<file path="config.mk">
export PLATFORM = sky130hd
export DESIGN_NAME = mem_arbiter
export DESIGN_NICKNAME = d
export VERILOG_FILES = /design/src/rtl/mem_arbiter.sv
export SDC_FILE = /design/constraint.sdc
export NUM_CORES = 1
export LEC_CHECK = 0
export ABC_AREA = 0
export ABC_CLOCK_PERIOD_IN_PS = 2500
export CAP_MARGIN = 20
export CORE_AREA = 3 3 114 116
export DETAILED_ROUTE_END_ITERATION = 12
export DIE_AREA = 0 0 117 119
export GPL_ROUTABILITY_DRIVEN = 0
export PLACE_DENSITY_LB_ADDON = 0.1
export SYNTH_ARGS = -nofsm -noshare
export SYNTH_HDL_FRONTEND = slang
export SYNTH_SLANG_ARGS = --single-unit
</file>
<file path="constraint.sdc">
create_clock -name clk -period 2.5 [get_ports clk]
set_input_delay 0.375 -clock clk [delete_from_list [all_inputs] [get_ports clk]]
set_output_delay 0.375 -clock clk [all_outputs]
set_load 0.01 [all_outputs]
</file>
<file path="src/rtl/mem_arbiter.sv">
// Two-master (CPU / DMA) arbiter for a single memory port with LAT-cycle read latency.
// Arbitration is round-robin by default; define MEM_ARB_FIXED_PRIO_EN to give the CPU fixed priority.
module mem_arbiter #(
    parameter int LAT    = 2,
    parameter int DATA_W = 32
) (
    input  logic              clk,
    input  logic              reset,

    input  logic              cpu_req,
    input  logic              cpu_we,
    input  logic [DATA_W-1:0] cpu_addr,
    input  logic [DATA_W-1:0] cpu_wdata,
    output logic [DATA_W-1:0] cpu_rdata,
    output logic              cpu_stall,

    input  logic              dma_req,
    input  logic              dma_we,
    input  logic [DATA_W-1:0] dma_addr,
    input  logic [DATA_W-1:0] dma_wdata,
    output logic [DATA_W-1:0] dma_rdata,
    output logic              dma_ack,

    output logic [DATA_W-1:0] mem_addr,
    output logic [DATA_W-1:0] mem_wdata,
    output logic              mem_we,
    output logic              mem_re,
    input  logic [DATA_W-1:0] mem_rdata
);

    typedef enum logic [1:0] {
        IDLE     = 2'd0,
        CPU_XFER = 2'd1,
        DMA_XFER = 2'd2
    } state_t;

    // A read spends LAT cycles with mem_re high; cnt counts down to the completion cycle.
    localparam logic [2:0] RD_CNT = 3'(LAT - 1);

    state_t            state;
    state_t            state_nxt;
    logic [2:0]        cnt;
    logic [2:0]        cnt_nxt;
    logic              cpu_wins;
    logic              xfer;
    logic              done;
    logic              owner_we;
    logic [DATA_W-1:0] owner_addr;
    logic [DATA_W-1:0] owner_wdata;
    logic [DATA_W-1:0] cpu_rdata_q;
    logic [DATA_W-1:0] dma_rdata_q;

`ifdef MEM_ARB_FIXED_PRIO_EN
    assign cpu_wins = cpu_req;
`else
    localparam logic OWN_CPU = 1'b0;
    localparam logic OWN_DMA = 1'b1;

    logic last_owner;

    // CPU wins when alone, or on a tie if the DMA was the last one served.
    assign cpu_wins = cpu_req && (!dma_req || (last_owner == OWN_DMA));

    always_ff @(posedge clk or posedge reset) begin
        if (reset) begin
            last_owner <= OWN_DMA;
        end else if (done) begin
            last_owner <= (state == CPU_XFER) ? OWN_CPU : OWN_DMA;
        end
    end
`endif

    assign xfer = (state == CPU_XFER) || (state == DMA_XFER);
    assign done = xfer && (cnt == 3'd0);

    always_ff @(posedge clk or posedge reset) begin
        if (reset) begin
            state <= IDLE;
            cnt   <= 3'd0;
        end else begin
            state <= state_nxt;
            cnt   <= cnt_nxt;
        end
    end

    always_comb begin
        state_nxt = state;
        cnt_nxt   = cnt;
        case (state)
            IDLE: begin
                if (cpu_wins) begin
                    state_nxt = CPU_XFER;
                    cnt_nxt   = cpu_we ? 3'd0 : RD_CNT;
                end else if (dma_req) begin
                    state_nxt = DMA_XFER;
                    cnt_nxt   = dma_we ? 3'd0 : RD_CNT;
                end
            end
            CPU_XFER, DMA_XFER: begin
                if (cnt == 3'd0) begin
                    state_nxt = IDLE;
                end else begin
                    cnt_nxt = cnt - 3'd1;
                end
            end
            default: begin
                state_nxt = IDLE;
                cnt_nxt   = 3'd0;
            end
        endcase
    end

    // The owner's request lines are held stable, so the memory port follows them directly.
    always_comb begin
        owner_we    = 1'b0;
        owner_addr  = '0;
        owner_wdata = '0;
        case (state)
            CPU_XFER: begin
                owner_we    = cpu_we;
                owner_addr  = cpu_addr;
                owner_wdata = cpu_wdata;
            end
            DMA_XFER: begin
                owner_we    = dma_we;
                owner_addr  = dma_addr;
                owner_wdata = dma_wdata;
            end
            default: begin
                owner_we    = 1'b0;
                owner_addr  = '0;
                owner_wdata = '0;
            end
        endcase
    end

    assign mem_addr  = owner_addr;
    assign mem_wdata = owner_wdata;
    assign mem_we    = xfer && owner_we;
    assign mem_re    = xfer && !owner_we;

    assign cpu_stall = cpu_req && !((state == CPU_XFER) && (cnt == 3'd0));
    assign dma_ack   = (state == DMA_XFER) && (cnt == 3'd0);

    always_ff @(posedge clk or posedge reset) begin
        if (reset) begin
            cpu_rdata_q <= '0;
            dma_rdata_q <= '0;
        end else if (done && !owner_we) begin
            if (state == CPU_XFER) begin
                cpu_rdata_q <= mem_rdata;
            end else begin
                dma_rdata_q <= mem_rdata;
            end
        end
    end

    assign cpu_rdata = cpu_rdata_q;
    assign dma_rdata = dma_rdata_q;

endmodule

</file>
======== Word-level counts from Yosys, hierarchy flattened ========
Cells that the tools add are included.
cells by class
  equality and inequality tests ........... 5
  add/sub/neg operators ................... 1
  multiplexer cells ....................... 14
  shifts and indexed selects .............. 0
  reduce and logical (&&, ||, !) cells .... 20
  magnitude comparators ................... 0
  multipliers ............................. 0
  div/mod/pow operators ................... 0
  bitwise operators ....................... 1
operators by type and width
  operator             count
  $pmux 32 s2          2
  $mux 3               3
  $logic_and 1x1->1    8
  $reduce_and 2->1     4
  $mux 2               3
  $pmux 3 s2           1
  $ne 2x2->1 const B   2
  $pmux 2 s2           1
  $logic_not 1->1      3
  $logic_not 3->1      1
  $mux 1               3
  $ne 3x3->1 const B   1
  $sub 3x1->3 const B  1
  $eq 2x1->1 const B   1
  $eq 2x2->1 const B   1
  $logic_not 2->1      1
  $logic_or 1x1->1     2
  $pmux 1 s2           1
  $reduce_or 2->1      1
  $not 1->1            1
storage, ports and cells
  output and inout port bits .............. 132
  memories kept ........................... 0
  memory bits (read-only) ................. 0
  bits of input ports ..................... 166
  latch bits .............................. 0
  bits in registers ....................... 70
  bits in writable memories ............... 0

======== Depth between registers and ports, before layout ========
  depth in word-level cells ............... 5
  depth in mapped cells ................... 7
  depth with buffers taken out ............ 7

======== Least setup slack after synthesis ========
No wires, ideal clock.
  kind .................................... flip-flop to output port
  from .................................... register state[1]
  to ...................................... output port mem_wdata[14]
  arrival ................................. 1.624 ns
  setup slack ............................. 0.501 ns
  data required time ...................... 2.125 ns
  cell stages (with the launch flop) ...... 8
  cells stage by stage .................... dfrtp_1 inv_1 ha_1 buf_2 clkbuf_1 buf_1 a22oi_1 nor2b_1
between the ends
  longest elaborated chain between the ends .. 2
  elaborated cells between the ends (all ways) .. 3
  those cells by class .................... eq/ne (2); mux (1)
ends and longest elaborated chain
  what                                             RTL line  source
  start, declared                                  40        state_t state;
  start signal, assigned                           81        state <= state_nxt;
  $eq 2x2->1 / $eq 2x1->1 (equally long branches)  118       case (state)
  $pmux 32 s2 *                                    118
  end, declared                                    25        output logic [DATA_W-1:0] mem_wdata,
Mark *: on every way between the ends. The rest lies on a longest branch, timed or not.

======== Worst setup path in the final report ========
  from .................................... register state[0]
  to ...................................... output port mem_re
between the ends
  longest elaborated chain between the ends .. 4
  elaborated cells between the ends (all ways) .. 6
  those cells by class .................... eq/ne (2); mux (1); reduce/logical (3)
ends and longest elaborated chain
  what                                             RTL line  source
  $eq 2x2->1 / $eq 2x1->1 (equally long branches)  73, 118
  $pmux 1 s2                                       118
  $logic_not 1->1                                  140       assign mem_re = xfer && !owner_we;
  $logic_and 1x1->1 *                              140
  end, declared                                    27        output logic mem_re,
Marked as above.

==> impl_metrics.env <==
export IMPL_area_growth_syn_to_layout_pct=98.7
export IMPL_hold_path_class="input pin to asynchronous set/reset pin"
export IMPL_rrSetupSlack_ns=0.32
export IMPL_synth_edf_count=0
export IMPL_synth_top_cell_by_area="dfrtp_1"
export IMPL_fmax_mhz=408
export IMPL_overflow=0
export IMPL_p_per_area_nw_per_um2=1070
export IMPL_synth_seq_cells=70
export IMPL_synth_most_common_cell="dfrtp_1"
export IMPL_fillers=986
export IMPL_h_tree_depth=3
export IMPL_min_period_over_period_pct=98.0
export IMPL_rows=40
export IMPL_pre_cts_ws_ns=0.0994
export IMPL_crit_fanout=22
export IMPL_die_y_um=119
export IMPL_clockRootBuffer="clkbuf_16"
export IMPL_r2r_start="state[1]"
export IMPL_drt_iter0_drc=159
export IMPL_synth_nets=512
export IMPL_clockBufferDepth=2
export IMPL_avgSynthCellArea_um2=11.3
export IMPL_ys_seq_area_share_pct=45.9
export IMPL_cts_tree="built"
export IMPL_synthTopCellsByCount="dfrtp_1, nor2b_1, a22oi_1, mux2_2, clkbuf_1"
export IMPL_netlist_area_leader_share_pct=45.2
export IMPL_wl_mm=15.3
export IMPL_first_pass_iters=5
export IMPL_vias_per_cell=4.89
export IMPL_synth_cells=339
export IMPL_hold_buffers=0
export IMPL_status="finished clean"
export IMPL_synth_top_cells_by_area="dfrtp_1, mux2_2, a22oi_1, nor2b_1, ha_1"
export IMPL_fin_skew_ns=0.00391
export IMPL_critPathCaptureType="primary output"
export IMPL_fin_crit_ns=2.45
export IMPL_ir_drop_mv=0.740
export IMPL_design_area_um2=7590
export IMPL_clkSinkCount=70
export IMPL_grt_usage_pct=20.4
export IMPL_dieArea_um2=13900
export IMPL_avgRoutedWirePerCell_um=19.4
export IMPL_final_nets=813
export IMPL_ant_nets=0
export IMPL_slew_violations=0
export IMPL_core_area_um2=12000
export IMPL_drive_gt1_share_pct=17.1
export IMPL_ys_flop_type="dfrtp_1"
export IMPL_antenna_found_initial=0
export IMPL_p_leak_uw=0.00380
export IMPL_required_ns=2.12
export IMPL_async_reset_ff_share_pct=100
export IMPL_initial_utilization_pct=31.8
export IMPL_grt_pass1_vias=4118
export IMPL_r2r_end="cpu_rdata[5]"
export IMPL_ff2ff_path_depth=8
export IMPL_setup_violations=0
export IMPL_fin_ws_ns=0.0512
export IMPL_synth_distinct_cells=26
export IMPL_slew_headroom_pct=67.4
export IMPL_route_detailed_drc=0
export IMPL_worst_pin_slew_ns=0.488
export IMPL_dpl_instance_area_um2=7050
export IMPL_critPathLaunchType="flip-flop"
export IMPL_n_antenna_cell=0
export IMPL_rsz0062_at_grt="true"
export IMPL_num_io_pins=298
export IMPL_yosysWarningCount=0
export IMPL_critPathKind="flip-flop to primary output"
export IMPL_io_buffers=297
export IMPL_cap_violations=0
export IMPL_clk_latency_ns=0.33
export IMPL_cp_arrival_ns=2.07
export IMPL_path_clk_slew_ns=0.06
export IMPL_place_hpwl_mm=11.6
export IMPL_vias=3869
export IMPL_grt_max_degree=50
export IMPL_grt_pass1_wl_mm=22.1
export IMPL_cts_buffers=9
export IMPL_syn_area_um2=3820
export IMPL_hold_violations=0
export IMPL_die_w_um=117
## cell type report
type                    instances  area [µm²]  area share, %
clock buffers                   9         225           2.97
clock inverters                 7        55.1          0.726
inverters                       7        28.8          0.379
multi-input cells             233        1940           25.6
flip-flops and latches         70        1760           23.1
well taps                     147         184           2.42
repair buffers                319        3390           44.7
## power breakdown
part           internal (µW)  switching (µW)  total, µW
logic                   2930            2080       5010
clock network            681             502       1180
registers               1650             267       1920
total                   5260            2850       8110
## stage by stage
stage	total power (µW)	TNS [ns]	utilization, %	instances	hold slack [ns]
after floorplan	4220	0	-	339	0.502
after global placement	6680	0	58.7	768	0.467
after detailed placement	6770	0	58.7	768	0.477
after CTS	8140	0	61.7	789	0.402
after global routing	8640	-0.0380	63.2	792	0.446
final	8110	0	63.2	792	0.396
## placed cells by master, fill, tap and decap left out, types with 2 or more instances in the layout
master and count:
clkdlybuf4s50_1 238, nor2b_1 67, dfrtp_1 67, a22oi_1 66, mux2_2 60, dlymetal6s2s_1 50, buf_4 11, clkbuf_16 10
dlygate4sd2_1 9, buf_12 8, a21oi_1 5, mux2_1 4, inv_1 4, o21ai_0 4, ha_1 4, nand2_1 3
nand2b_1 3, nor2_1 3, ha_4 3, inv_6 3, inv_2 2, and2_1 2, a22o_1 2, clkinvlp_4 2
dfrtp_2 2
## critical path: stages, from the launching register on
cell and delay, ns:
dfrtp_2 0.46, ha_4 0.22, buf_12 0.16, a22oi_1 0.20, and2_1 0.16, clkdlybuf4s50_1 0.55
## what timing repair did
| item | CTS | global route |
|---|---|---|
| gates resized for setup | 18 | 52 |
| setup endpoints to repair | 66 | 54 |
| cloned | 1 | 1 |
| buffers inserted | 4 | 2 |
| pin swaps | 1 | 0 |
## state kept, by name (all words and copies together), names as in the netlist
| register | count |
|---|---|
| state | 2 |
| cpu_rdata | 32 |
| cnt | 3 |
| last_owner | 1 |
| dma_rdata | 32 |
## logic make-up (layout without fill, tap and decap cells)
group	count (synthesis)	count (layout)	synth area share, %
compound gates	80	80	15.2
fa+ha+maj	7	7	2.29
buf+inv	36	342	4.29
flops	70	70	45.9
mux	64	64	18.9
simple gates	82	82	13.4
## routing by layer
layer | vias up | track usage [%] | wire, µm
met5 | - | 0 | 0
met4 | 0 | 5.16 | 240
met3 | 18 | 7.16 | 1480
met2 | 167 | 36.9 | 8020
met1 | 1861 | 22.2 | 5600
li1 | 1823 | - | -
## how the worst max path moves through the flow
| stage | start | to | slack [ns] | depth (start not counted) |
|---|---|---|---|---|
| floorplan | reset | cnt[0] | 0.36 | 1 |
| global placement | state[0] | mem_wdata[24] | 0.18 | 6 |
| detailed placement | state[1] | cpu_rdata[0] | 0.1 | 7 |
| CTS | state[0] | mem_wdata[12] | 0.01 | 6 |
| global route | state[1] | mem_re | -0.04 | 6 |
| finish | state[0] | mem_re | 0.05 | 5 |
Note: power is estimated with default switching activity, not from simulation.
==> edit 1 (same settings) <==
Re-encode `state_t` (3 states) as one-hot, 3 bits wide.
--- a/src/rtl/mem_arbiter.sv
+++ b/src/rtl/mem_arbiter.sv
@@ -30,6 +30,6 @@
 
-    typedef enum logic [1:0] {
-        IDLE     = 2'd0,
-        CPU_XFER = 2'd1,
-        DMA_XFER = 2'd2
+    typedef enum logic [2:0] {
+        IDLE     = 3'b001,
+        CPU_XFER = 3'b010,
+        DMA_XFER = 3'b100
     } state_t;
Behaviour: no difference found for any inputs over 4 cycles, from zero or initial values and one cycle with reset high; so few cycles prove little.
==> edit 1 against the original RTL <==
- design area decreased by 4.3%
- critical path depth unchanged
- via count down 9.5%
- register-to-register slack improved by 210 ps
- synthesized area is 3.7% lower
- total power down 9.6%
- setup slack better by 33 ps
- sequential cell count increased by 1
- wire length is 2.2% lower
==> edit 1: results (changes against the original RTL) <==
Status
  • Outcome: completed (unchanged)

Synth
  • Synth Instances: 264 (was 339)
  • Synthesized net count: 432 (was 512)
  • Largest cells by area after synthesis: dfrtp_1, a22o_1, mux2_4, mux2_1, buf_6 (was dfrtp_1, mux2_2, a22oi_1, nor2b_1, ha_1)
  • Top cells by count, synth: dfrtp_1, a22o_1, mux2_1 (was dfrtp_1, nor2b_1, a22oi_1)
  • Proportion of synthesized chip area in sequential cells: 0.4837 (was 0.4590)

GRT
  • Met2 global-route usage: 0.3595 (was 0.3695)
  • All-Layer GR Usage: 0.2033 (was 0.2035)
  • Met1 usage in global routing: 0.2366 (was 0.2217)
  • Routing usage on met3: 0.06148 (was 0.07165)
  • Pin count of the biggest net entering global routing: 72 (was 50)
  • Vias in the first global route: 3,648 (was 4,118)

Place
  • Number of instances in the placed design: 691 (was 768)
  • Post-place setup slack: 174.7 ps (was 99.43 ps)
  • HPWL Detailed: 11,100 um (was 11,600 um)
  • Total placed instance area: 0.006760 mm^2 (was 0.007053 mm^2)

Timing
  • Final hold slack: 468.9 ps (was 395.8 ps)
  • Max-slew headroom: 0.7426 (was 0.6744)

Drt
  • Wire length reported by the detailed router: 15,000 um (was 15,340 um)
  • Number of iterations in the first detailed-routing pass: 4 (was 5)
  • DR iter-0 viols: 107 (was 159)
  • DR WL met3: 1304 um (was 1482 um)
  • Wire length on met2: 7672 um (was 8018 um)
  • Metal1 wirelength: 5814 um (was 5602 um)
  • Vias after detailed routing: 3,500 (was 3,869)

Critical path
  • Worst setup slack for register-to-register paths: 530 ps (was 320 ps)
  • Worst Path Max Fanout: 32 (was 22)
  • Capture instance of the worst register-to-register path: dma_rdata[31] (was cpu_rdata[5])

Final layout
  • Final layout net count: 734 (was 813)
  • Proportion of layout cells with a drive suffix above 1: 0.1351 (was 0.1705)

Pwr
  • VDD IR-drop max: 0.6232 mV (was 0.7398 mV)
  • Leak pwr: 3.067 nW (was 3.799 nW)
-- edit 1: changes by cell type after synthesis, moves of 5 or more --
cell	before	now
a22o_1	2	64
a22oi_1	66	0
clkbuf_1	16	1
ha_1	7	2
mux2_1	4	34
mux2_2	60	0
mux2_4	0	30
nor2b_1	67	0
-- edit 1: power by group --
group / internal, mW / total (mW) / leakage [nW] / switching [mW]
logic: 2.47 / 3.98 / 2.03 / 1.51
clock network: 0.896 / 1.36 / 0.159 / 0.461
registers: 1.70 / 2.00 / 0.881 / 0.303
total: 5.06 / 7.33 / 3.07 / 2.27
-- edit 1: layout make-up --
type / count / area, um^2
Clock buffer: 10 / 239.0
Inverter: 5 / 18.77
Timing Repair Buffer: 315 / 3259
Multi-Input combinational cell: 164 / 1693
Sequential cell: 71 / 1782
Clock inverter: 5 / 82.58
Tap cell: 147 / 183.9
Fill cell: 1021 / 4753
-- edit 1: timing repair --
item                                    in CTS  in global routing
setup buffers                                4                  3
endpoints found under the setup margin      65                 33
gates resized for setup                      4                  6
pin swaps                                    1                  0
cloned                                       2                  2
-- edit 1: kinds of logic (layout without fill, tap and decap cells) --
logic type | after synthesis | count (layout) | synth area share
flip-flops | 71 | 71 | 0.4837
AND/OR/NAND/NOR | 20 | 20 | 0.04626
multiplexers | 64 | 64 | 0.2265
AO/OA/AOI/OAI | 77 | 77 | 0.1765
XOR/XNOR | 1 | 1 | 0.002381
buffers and inverters | 29 | 335 | 0.05782
adder cells (fa/ha/maj) | 2 | 2 | 0.006802
-- edit 1: worst max path at each step --
stage	cells after the start	to	start	slack (ps)
finish	5	mem_addr[31]	state[2]	80
global route	5	mem_wdata[12]	state[2]	-30
CTS	5	mem_addr[1]	state[0]	20
detailed placement	5	cpu_stall	state[1]	170
global placement	5	cpu_stall	state[1]	200
floorplan	1	cnt[0]	reset	330
==> edit 2 (config.mk and constraints unchanged) <==
Without the edit above. Add a define of `MEM_ARB_FIXED_PRIO_EN`.
--- a/src/rtl/mem_arbiter.sv
+++ b/src/rtl/mem_arbiter.sv
@@ -2,2 +2,4 @@
 // Arbitration is round-robin by default; define MEM_ARB_FIXED_PRIO_EN to give the CPU fixed priority.
+`define MEM_ARB_FIXED_PRIO_EN
+
 module mem_arbiter #(
Function: changed (a bounded check fails within 4 cycles, from zero or initial values and one cycle with reset high).
==> edit 2 against the original RTL <==
- design area grew 1.4%
- total power rose by 7.1%
- die area unchanged
- synthesized area up 5.4%
- setup slack gained 30 ps
- largest power group unchanged
- clock skew decreased by 1.2 ps
- hold slack gained 39 ps
- register-to-register slack improved by 60 ps
- sequential cell count is 1 lower
- wire length is 0.22% higher
- largest cell class unchanged
- sequential power is 4% higher
- combinational power grew 11%
==> edit 2: results (changes against the original RTL) <==
Place
  • Post-place setup slack: 221.2 ps (was 99.43 ps)
  • Total placed instance area: 0.007183 mm^2 (was 0.007053 mm^2)
  • Number of instances in the placed design: 759 (was 768)
  • HPWL Detailed: 11,830 um (was 11,600 um)

Critical path
  • Number of cell instances on the worst register-to-register path: 7 (was 8)
  • Worst Path Max Fanout: 27 (was 22)
  • Capture instance of the worst register-to-register path: dma_rdata[31] (was cpu_rdata[5])
  • Worst setup slack for register-to-register paths: 380 ps (was 320 ps)
  • Worst EP arrival: 2040 ps (was 2070 ps)
  • Critical path endpoint: mem_wdata[10] (was mem_re)

Drt
  • Routed length per placed instance: 19.66 um (was 19.37 um)
  • DR iter-0 viols: 226 (was 159)
  • Number of vias per cell: 4.898 (was 4.885)
  • Number of iterations in the first detailed-routing pass: 4 (was 5)

Status
  • Outcome: completed (unchanged)

Timing
  • Max Clock Freq: 413.4 MHz (was 408.4 MHz)
  • Final hold slack: 434.5 ps (was 395.8 ps)
  • Clk_skew: 2.746 ps (was 3.911 ps)
  • Slew @ Worst Pin: 560.5 ps (was 487.7 ps)

Pwr
  • Leak pwr: 3.874 nW (was 3.799 nW)
  • Switching share of total power: 0.3431 (was 0.3514)
  • Net load switching power: 2.980 mW (was 2.851 mW)
  • Combinational cell power: 5.54 mW (was 5.01 mW)
  • VDD IR-drop max: 0.5276 mV (was 0.7398 mV)
  • Clk pwr share: 0.133 (was 0.146)

Final layout
  • Non-Filler Instances: 782 (was 792)
  • Final core occ: 0.6403 (was 0.6316)
  • Filler cell count: 977 (was 986)
  • Proportion of layout cells with a drive suffix above 1: 0.1701 (was 0.1705)
  • Final layout net count: 803 (was 813)

Synth
  • Ys flop type: dfrtp_1 (unchanged)
  • Adder-cell share of the synthesized area: 0.02177 (was 0.02294)
  • Synthesized-area fraction occupied by ao, oa, aoi and oai cells: 0.1415 (was 0.1520)
  • Fraction of synthesized area in multiplexers: 0.2348 (was 0.1887)
  • Proportion of synthesized chip area in sequential cells: 0.4291 (was 0.4590)
  • Top cells by count, synth: dfrtp_1, a22oi_1, nor2b_1 (was dfrtp_1, nor2b_1, a22oi_1)
  • Largest cells by area after synthesis: dfrtp_1, mux2_4, a22oi_1, nor2b_1, ha_1 (was dfrtp_1, mux2_2, a22oi_1, nor2b_1, ha_1)
  • Synthesized net count: 503 (was 512)
  • Mean area per synthesized cell: 12.19 um^2 (was 11.26 um^2)

Clocking
  • CTS resizes: 29 (was 18)
  • Post-CTS Repair Setup Buffers: 3 (was 4)

GRT
  • All-Layer GR Usage: 0.2137 (was 0.2035)
  • Wire length of the first global-routing pass: 23,010 um (was 22,070 um)
  • Vias in the first global route: 4,016 (was 4,118)
  • Pin count of the biggest net entering global routing: 45 (was 50)
edit 2: cell type report:
type,instances,share of cell area
clock buffer,10,0.03107
tap,147,0.02391
clock inverter,6,0.005043
inverter,6,0.002928
timing repair buffer,317,0.4329
sequential,69,0.2247
multi-input combinational,227,0.2795
edit 2: metal layers:
layer,vias to the layer above,GRT usage,share of wire
li1,1789,-,-
met1,1853,0.2454,0.37
met2,173,0.3734,0.53
met3,15,0.07266,0.087
met4,0,0.05878,0.015
met5,-,0,0
edit 2: worst max-delay path, stage by stage (launching register included):
cell             delay [ps]
dfrtp_2                 420
inv_2                    80
ha_4                    300
buf_6                   180
nor2b_1                 170
clkdlybuf4s50_1         550
edit 2: logic make-up (layout without fill, tap and decap cells):
kind of cell | count (synthesis) | after routing
AOI/OAI and AO/OA | 78 | 78
DFF | 69 | 69
adders and majority gates | 7 | 7
muxes | 65 | 65
and+or+nand+nor | 77 | 77
buffers and inverters | 34 | 339
